--- src/rtl/melody_player.sv ---
// Note-RAM melody sequencer driving a square-wave speaker.
// Each entry holds a duration code and a semitone-indexed pitch.
module melody_player #(
    parameter int DEPTH      = 64,
    parameter int TICK_DIV   = 4194304,
    parameter int GAP_CYCLES = 262144,
    localparam int AW        = $clog2(DEPTH)
) (
    input  logic          clk,
    input  logic          rst_n,
    input  logic          wr_en,
    input  logic [AW-1:0] wr_addr,
    input  logic [7:0]    wr_data,
    input  logic          start,
    input  logic          stop,
    input  logic          loop,
    input  logic [AW:0]   length,
    output logic          busy,
    output logic          done,
    output logic [AW-1:0] note_idx,
    output logic          speaker
);

    localparam int DW = $clog2(4 * TICK_DIV);
    localparam int GW = (GAP_CYCLES > 0) ? $clog2(GAP_CYCLES + 1) : 1;

    typedef enum logic [1:0] {IDLE, FETCH, PLAY} state_t;

    state_t        state, state_nxt;
    logic [7:0]    mem [DEPTH];
    logic [7:0]    rd_q;
    logic [5:0]    fullnote;
    logic [AW-1:0] addr, addr_nxt;
    logic [AW:0]   len_q;
    logic [DW-1:0] dur_cnt, dur_load;
    logic [GW-1:0] gap_cnt;
    logic [8:0]    note_cnt, div;
    logic [7:0]    oct_cnt, oct_top;
    logic [2:0]    octave;
    logic [3:0]    semi;
    logic          spk_q, done_q, done_nxt;
    logic          last, gap_open, audible, tick_n, tick_o;

    // Read address follows the next-state address so the entry is ready in FETCH.
    always_ff @(posedge clk) begin
        if (wr_en) mem[wr_addr] <= wr_data;
        rd_q <= mem[addr_nxt];
    end

    assign octave   = 3'(fullnote / 6'd12);
    assign semi     = 4'(fullnote % 6'd12);
    assign oct_top  = 8'hFF >> octave;
    assign dur_load = DW'((int'(rd_q[7:6]) + 1) * TICK_DIV - 1);

    always_comb begin
        div = 9'd511;
        unique case (semi)
            4'd0:    div = 9'd511;
            4'd1:    div = 9'd482;
            4'd2:    div = 9'd455;
            4'd3:    div = 9'd430;
            4'd4:    div = 9'd405;
            4'd5:    div = 9'd383;
            4'd6:    div = 9'd361;
            4'd7:    div = 9'd341;
            4'd8:    div = 9'd322;
            4'd9:    div = 9'd303;
            4'd10:   div = 9'd286;
            4'd11:   div = 9'd270;
            default: div = 9'd511;
        endcase
    end

    assign last     = ({1'b0, addr} == len_q - (AW+1)'(1));
    assign gap_open = (gap_cnt == GW'(GAP_CYCLES));
    assign audible  = (state == PLAY) && gap_open && (fullnote != 6'd0);
    assign tick_n   = (note_cnt == 9'd0);
    assign tick_o   = tick_n && (oct_cnt == 8'd0);

    always_comb begin
        state_nxt = state;
        addr_nxt  = addr;
        done_nxt  = 1'b0;
        unique case (state)
            IDLE: begin
                if (start && !stop) begin
                    if (length != '0) begin
                        state_nxt = FETCH;
                        addr_nxt  = '0;
                    end else begin
                        done_nxt = 1'b1;
                    end
                end
            end
            FETCH: state_nxt = stop ? IDLE : PLAY;
            PLAY: begin
                if (stop) begin
                    state_nxt = IDLE;
                end else if (dur_cnt == '0) begin
                    if (!last) begin
                        addr_nxt  = addr + AW'(1);
                        state_nxt = FETCH;
                    end else if (loop) begin
                        addr_nxt  = '0;
                        state_nxt = FETCH;
                    end else begin
                        state_nxt = IDLE;
                        done_nxt  = 1'b1;
                    end
                end
            end
            default: state_nxt = IDLE;
        endcase
    end

    always_ff @(posedge clk) begin
        if (!rst_n) begin
            state    <= IDLE;
            addr     <= '0;
            len_q    <= '0;
            fullnote <= '0;
            dur_cnt  <= '0;
            gap_cnt  <= '0;
            note_cnt <= '0;
            oct_cnt  <= '0;
            spk_q    <= 1'b0;
            done_q   <= 1'b0;
        end else begin
            state  <= state_nxt;
            addr   <= addr_nxt;
            done_q <= done_nxt;
            if (state == IDLE && state_nxt == FETCH) len_q <= length;
            if (state == FETCH) begin
                fullnote <= rd_q[5:0];
                dur_cnt  <= dur_load;
                gap_cnt  <= '0;
                note_cnt <= '0;
                oct_cnt  <= '0;
            end else if (state == PLAY) begin
                if (dur_cnt != '0) dur_cnt <= dur_cnt - DW'(1);
                if (!gap_open) gap_cnt <= gap_cnt + GW'(1);
                note_cnt <= tick_n ? div : note_cnt - 9'd1;
                if (tick_n) oct_cnt <= (oct_cnt == 8'd0) ? oct_top : oct_cnt - 8'd1;
            end
            // Phase restarts from low whenever the output is muted.
            spk_q <= audible ? (spk_q ^ tick_o) : 1'b0;
        end
    end

    assign busy     = (state != IDLE);
    assign done     = done_q;
    assign note_idx = addr;
    assign speaker  = spk_q & audible;

endmodule

--- config.mk ---
export PLATFORM = sky130hd
export DESIGN_NAME = melody_player
export DESIGN_NICKNAME = d
export VERILOG_FILES = /design/src/rtl/melody_player.sv
export SDC_FILE = /design/constraint.sdc
export NUM_CORES = 1
export LEC_CHECK = 0
export BUFFER_PORTS_ARGS = -buffer_cell sky130_fd_sc_hd__buf_2
export CAP_MARGIN = 20
export CORE_MARGIN = 2
export CORE_UTILIZATION = 50
export CTS_CLUSTER_DIAMETER = 30
export DETAILED_ROUTE_END_ITERATION = 10
export GPL_TIMING_DRIVEN = 0
export PLACE_DENSITY = 0.66
export SYNTH_ARGS = -nofsm -noshare
export SYNTH_HDL_FRONTEND = slang
export SYNTH_SLANG_ARGS = --single-unit
--- constraint.sdc ---
create_clock -name clk -period 4.7 [get_ports clk]
set_input_delay 0.47 -clock clk [delete_from_list [all_inputs] [get_ports clk]]
set_output_delay 0.47 -clock clk [all_outputs]
set_load 0.01 [all_outputs]
# --- Yosys cells after proc, flatten, opt, wreduce, memory -nomap -nowiden ---
# Memory sizes are Yosys's and may differ from the RTL's. A register that Yosys moved wholly into a read port is not among the register bits.
# Index checks and enable logic that the tools add are counted.
word_totals:
  regBits: 83
  latch_bits: 0
  ram_bits: 512
  romBits: 128
  inputBits: 27
  output_inout_bits: 9
  wordCells: 82
  memories: 2
op_classes:
  addsub: 8
  mul: 0
  div_mod_pow: 2
  magnitude_cmp: 0
  n_eq_ne: 5
  n_shift: 1
  mux: 29
  n_bitwise: 4
  reduce_logical: 21
mem_list:
  columns: ["memory", "words", "word_bits", "rd", "rd_ports_with_merged_regs", "wr", "line", "source"]
  rows:
  - ["mem", 64, 8, 1, 1, 1, "30", "logic [7:0] mem [DEPTH];"]
  - ["(no name shown)", 16, 8, 1, 0, 0, "57", "unique case (semi)"]
op_table:
  columns: ["cell", "count"]
  rows:
  - ["24-bit 2-to-1 mux", 3]
  - ["24-bit by 1-bit subtractor with 24-bit output (second input constant)", 2]
  - ["6-bit 2-to-1 mux", 6]
  - ["24-bit zero test", 1]
  - ["24-bit nonzero test", 1]
  - ["19-bit by 1-bit adder with 19-bit output (second input constant)", 1]
  - ["19-bit equality test (second input constant)", 1]
  - ["6-bit case mux with 2 select lines", 1]
  - ["1-bit 2-to-1 mux", 10]
  - ["2-bit 2-to-1 mux", 5]
  - ["9-bit zero test", 1]
  - ["9-bit 2-to-1 mux", 1]
  - ["9-bit by 1-bit subtractor with 9-bit output (second input constant)", 1]
  - ["8-bit zero test", 1]
  - ["8-bit 2-to-1 mux", 1]
  - ["2-bit AND reduction", 4]
  - ["8-bit by 3-bit >> shifter with 8-bit output (first input constant)", 1]
  - ["8-bit by 1-bit subtractor with 8-bit output (second input constant)", 1]
  - ["6-bit by 7-bit equality test with 1-bit output", 1]
  - ["7-bit nonzero test", 1]
  - ["7-bit by 1-bit subtractor with 7-bit output (second input constant)", 1]
  - ["6-bit by 1-bit adder with 6-bit output (second input constant)", 1]
  - ["6-bit by 4-bit divider with 6-bit output (second input constant)", 1]
  - ["6-bit by 4-bit modulo with 6-bit output (second input constant)", 1]
  - ["other kinds (14)", 22]

# --- Depth between registers and ports, before layout ---
depth:
  ltp_word: 8
  depth_mapped: 16

# --- Worst setup path after synthesis ---
# OpenSTA, ideal clock, no wires.
synth_path:
  path_type: "register -> register"
  from: "register len_q[0]"
  to: "register rd_q[6] (read register of mem)"
  setup_time_ns: 0.125
  arrival_time_ns: 3.583
  t_required_ns: 4.575
  path_slack_ns: 0.993
  stages_incl_launch_ff: 15
  period_less_slack_ns: 3.707
  cell_sequence: "dfxtp_1 -> clkbuf_1 -> inv_1 -> ha_1 -> or4_1 -> or4_1 -> o311ai_2 -> o21a_2 -> mux2i_1 -> o41a_1 -> o21ai_1 -> clkbuf_1 -> o21bai_1 -> o311ai_1 -> nor4_1"
synth_between:
  elab_chain_cells: 6
synth_rtl:
  columns: ["element", "line", "source"]
  rows:
  - ["start: declaration", "34", "logic [AW:0] len_q;"]
  - ["start signal: assignment", "132", "if (state == IDLE && state_nxt == FETCH) len_q <= length;"]
  - ["7-bit by 1-bit subtractor with 7-bit output", "74", "assign last = ({1'b0, addr} == len_q - (AW+1)'(1));"]
  - ["6-bit by 7-bit equality test with 1-bit output", "74", null]
  - ["6-bit 2-to-1 mux", "100", "if (!last) begin"]
  - ["6-bit 2-to-1 mux", "99", "end else if (dur_cnt == '0) begin"]
  - ["6-bit 2-to-1 mux", "97", "if (stop) begin"]
  - ["6-bit case mux with 2 select lines", "84", "unique case (state)"]
  - ["end: declaration", "31", "logic [7:0] rd_q;"]
# Every way passes these cells.
# A chain may end at the register's enable or synchronous reset.

# --- Worst setup path after layout ---
layout_path:
  from: "register len_q[1]"
  to: "register rd_q[7] (read register of mem)"
# Same word-level chain as after synthesis.

==> impl_metrics.yaml <==
yosys:
  async_flop_share_pct: 0
  synth_area_sq_um: 25600
  synth.most_common_cell: "edfxtp_1"
  yosysUniqueCellTypes: 83
  synth_edf_count: 512
  synth-seq-cells: 603
  syn_inst: 1927
  synthFlopType: "edfxtp_1"
  ys_seq_area_share_pct: 67.1
  syn_nets: 1972
  yosys-top-cells-area: "edfxtp_1 (60%), dfxtp_1 (7.1%), mux2i_1 (3.8%)"
  syn_area_per_cell_sq_um: 13.3
  synth_warnings: 0
  ys_top_cells_by_count: "edfxtp_1 (512), nand2_1 (201), nor2_1 (143), mux2i_1 (97), dfxtp_1 (91)"
  yosys.area.top_type_share_pct: 60.0
  yosys.area.top_type: "edfxtp_1"
clocking:
  numClockSinks: 603
  clk_latency_ps: 670
  cts.path.max_buffers: 3
  cts_hold_buffers: 0
  cts_tree: "yes"
  htreeDepth: 3
  cts_buffers: 113
  clock-root-buffer: "clkbuf_16"
  path_clk_slew_ps: 50
timing:
  maxSlewViolCount: 0
  tightestPinTransition_ps: 1060
  finalClockSkew_ps: 41.5
  setup_viol: 0
  rsz0062_at_grt: "true"
  min_period_ps: 4600
  hold_viol: 0
  period_share_pct: 97.9
  relSlewSlack_pct: 29.1
  fmax_mhz: 217
route:
  via_per_inst: 6.03
  wl_per_cell_um: 23.5
  dr.pass1.iters: 5
  remaining_drc_errors: 0
  antenna_left: 0
  drtIter0Drc: 2021
  finalWirelength_mm: 67.0
  via_count: 17200
global_routing:
  track_usage_pct: 25.3
  grt-ovfl-total: 0
  grt_pass1_wl_mm: 102
  antenna_found_initial: 0
  grt_max_degree: 49
  grt_pass1_vias: 16900
finish:
  drive_gt1_share_pct: 18.8
  final_nets: 2132
  syn2layout_area_growth_pct: 21.7
  antenna_cells: 0
  post-route-util_pct: 61.9
worst_setup_path:
  endpoint_kind: "register"
  crit_fanout: 10
  start_kind: "register"
  worstRegToRegCells: 13
  worstPathRequired_ps: 5220
  crit_arrival_ps: 5120
  worstSetupPathType: "reg2reg"
power_and_ir_drop:
  peakVddDrop_v: 0.000399
  leakage_nw: 10.7
  total_power_w: 0.0159
  power_density_nw_per_um2: 509
die:
  dieArea_sq_um: 53100
  rows: 82
  initial_core_util_pct: 50.9
  ioPinCount: 36
  die_y_um: 230
  core_area_sq_um: 50400
  die_x_um: 230
place:
  port_buffers: 29
  gp_congestion: 0.951
  dp.final_hpwl_mm: 44.0
min_path:
  hold_class: "in2reg"
  hold_depth: 3
status:
  outcome: "completed"
run:
  drv_cap: 0
layout make-up:
class,count,area (sq um)
well taps,672,841
plain buffers,109,500
fillers,3751,19200
clock inverters,83,1050
clock buffers,126,2900
flip-flops and latches,603,17200
repair buffers,47,390
multi-input cells,1185,8190
inverters,28,105
per-layer routing:
layer  wire (um)  up-vias  track usage (%)  share of wire, %
met1       28100     8483             34.2                42
li1            -     7788                -                 -
met2       30900      769             39.6                46
met5           0        -                0                 0
met3        5740      152             6.16               8.6
met4        2320        0             9.94               3.5
worst paths after layout:
check / startpoint / to / slack (ps)
min reg2reg: rd_q[3] / fullnote[3] / 460
max reg2reg: len_q[1] / rd_q[7] / 100
max: len_q[1] / rd_q[7] / 100
min: length[3] / len_q[3] / 100
what timing repair did:
item,CTS,global route
gates resized for setup,58,37
endpoints found under the setup margin,8,8
buffers inserted,1,7
pin swaps,2,7
critical path, cell delays in order, from the launching register on:
cell      delay [ps]
dfxtp_1          460
inv_1             70
ha_1             240
or4_1            420
or4_1            440
o311ai_2         180
o21a_2           270
mux2i_1          190
o41a_1           520
o21ai_2          370
clkbuf_2         360
o22ai_1          150
o311ai_1         650
nor4_2           130
power by group:
part	internal, W	total, W	switching, W
registers	0.00595	0.00606	0.000113
clock network	0.00553	0.00829	0.00276
logic	0.000576	0.00153	0.000949
stage by stage:
stage / hold WS (ps) / cell area, sq um / TNS [ps] / std cells / worst slack, ps
finish: 103 / 31200 / 0 / 2853 / 97.6
floorplan: 441 / 25600 / 0 / 1927 / 993
detailed placement: 454 / 26800 / -4940 / 2637 / -760
global route: 85.7 / 31200 / -66.3 / 2853 / -47.2
CTS: 68.3 / 31000 / 0 / 2846 / 14.1
global placement: 448 / 26600 / -4640 / 2628 / -706
cells by family (layout without fill, tap and decap cells):
family                     count (synthesis)  count (layout)  synth area share, %
adders and majority gates                 18              18                0.879
and+or+nand+nor                          619             619                 11.7
DFF                                      603             603                 67.1
xor gates and xnor gates                  46              46                 1.63
buffers and inverters                    139             393                 2.26
AOI/OAI and AO/OA                        348             348                 10.1
muxes                                    154             154                 6.30
registers in the layout, summed over array words and instances (netlist names):
signal and flops:
state 2, mem 512, done 1, note_cnt 9, spk_q 1, fullnote 6
len_q 7, dur_cnt 24, gap_cnt 19, rd_q 8, oct_cnt 8, note_idx 6
layout by cell type, fill, tap and decap left out, drive strengths merged, types with 11 or more instances in the layout:
| master | n |
|---|---|
| a2111oi | 32 |
| a211oi | 29 |
| a21boi | 19 |
| a21oi | 48 |
| a221oi | 17 |
| a31oi | 22 |
| a32oi | 24 |
| and2 | 36 |
| and3 | 50 |
| buf | 81 |
| bufinv | 20 |
| clkbuf | 201 |
| clkinv | 46 |
| dfxtp | 91 |
| edfxtp | 512 |
| ha | 18 |
| inv | 36 |
| mux2 | 57 |
| mux2i | 97 |
| nand2 | 202 |
| nand3 | 65 |
| nor2 | 144 |
| nor3 | 25 |
| nor4 | 28 |
| o21ai | 35 |
| o22ai | 35 |
| o311ai | 19 |
| o31ai | 11 |
| o32ai | 18 |
| xnor2 | 25 |
| xor2 | 20 |
(Power assumes the default switching activity.)
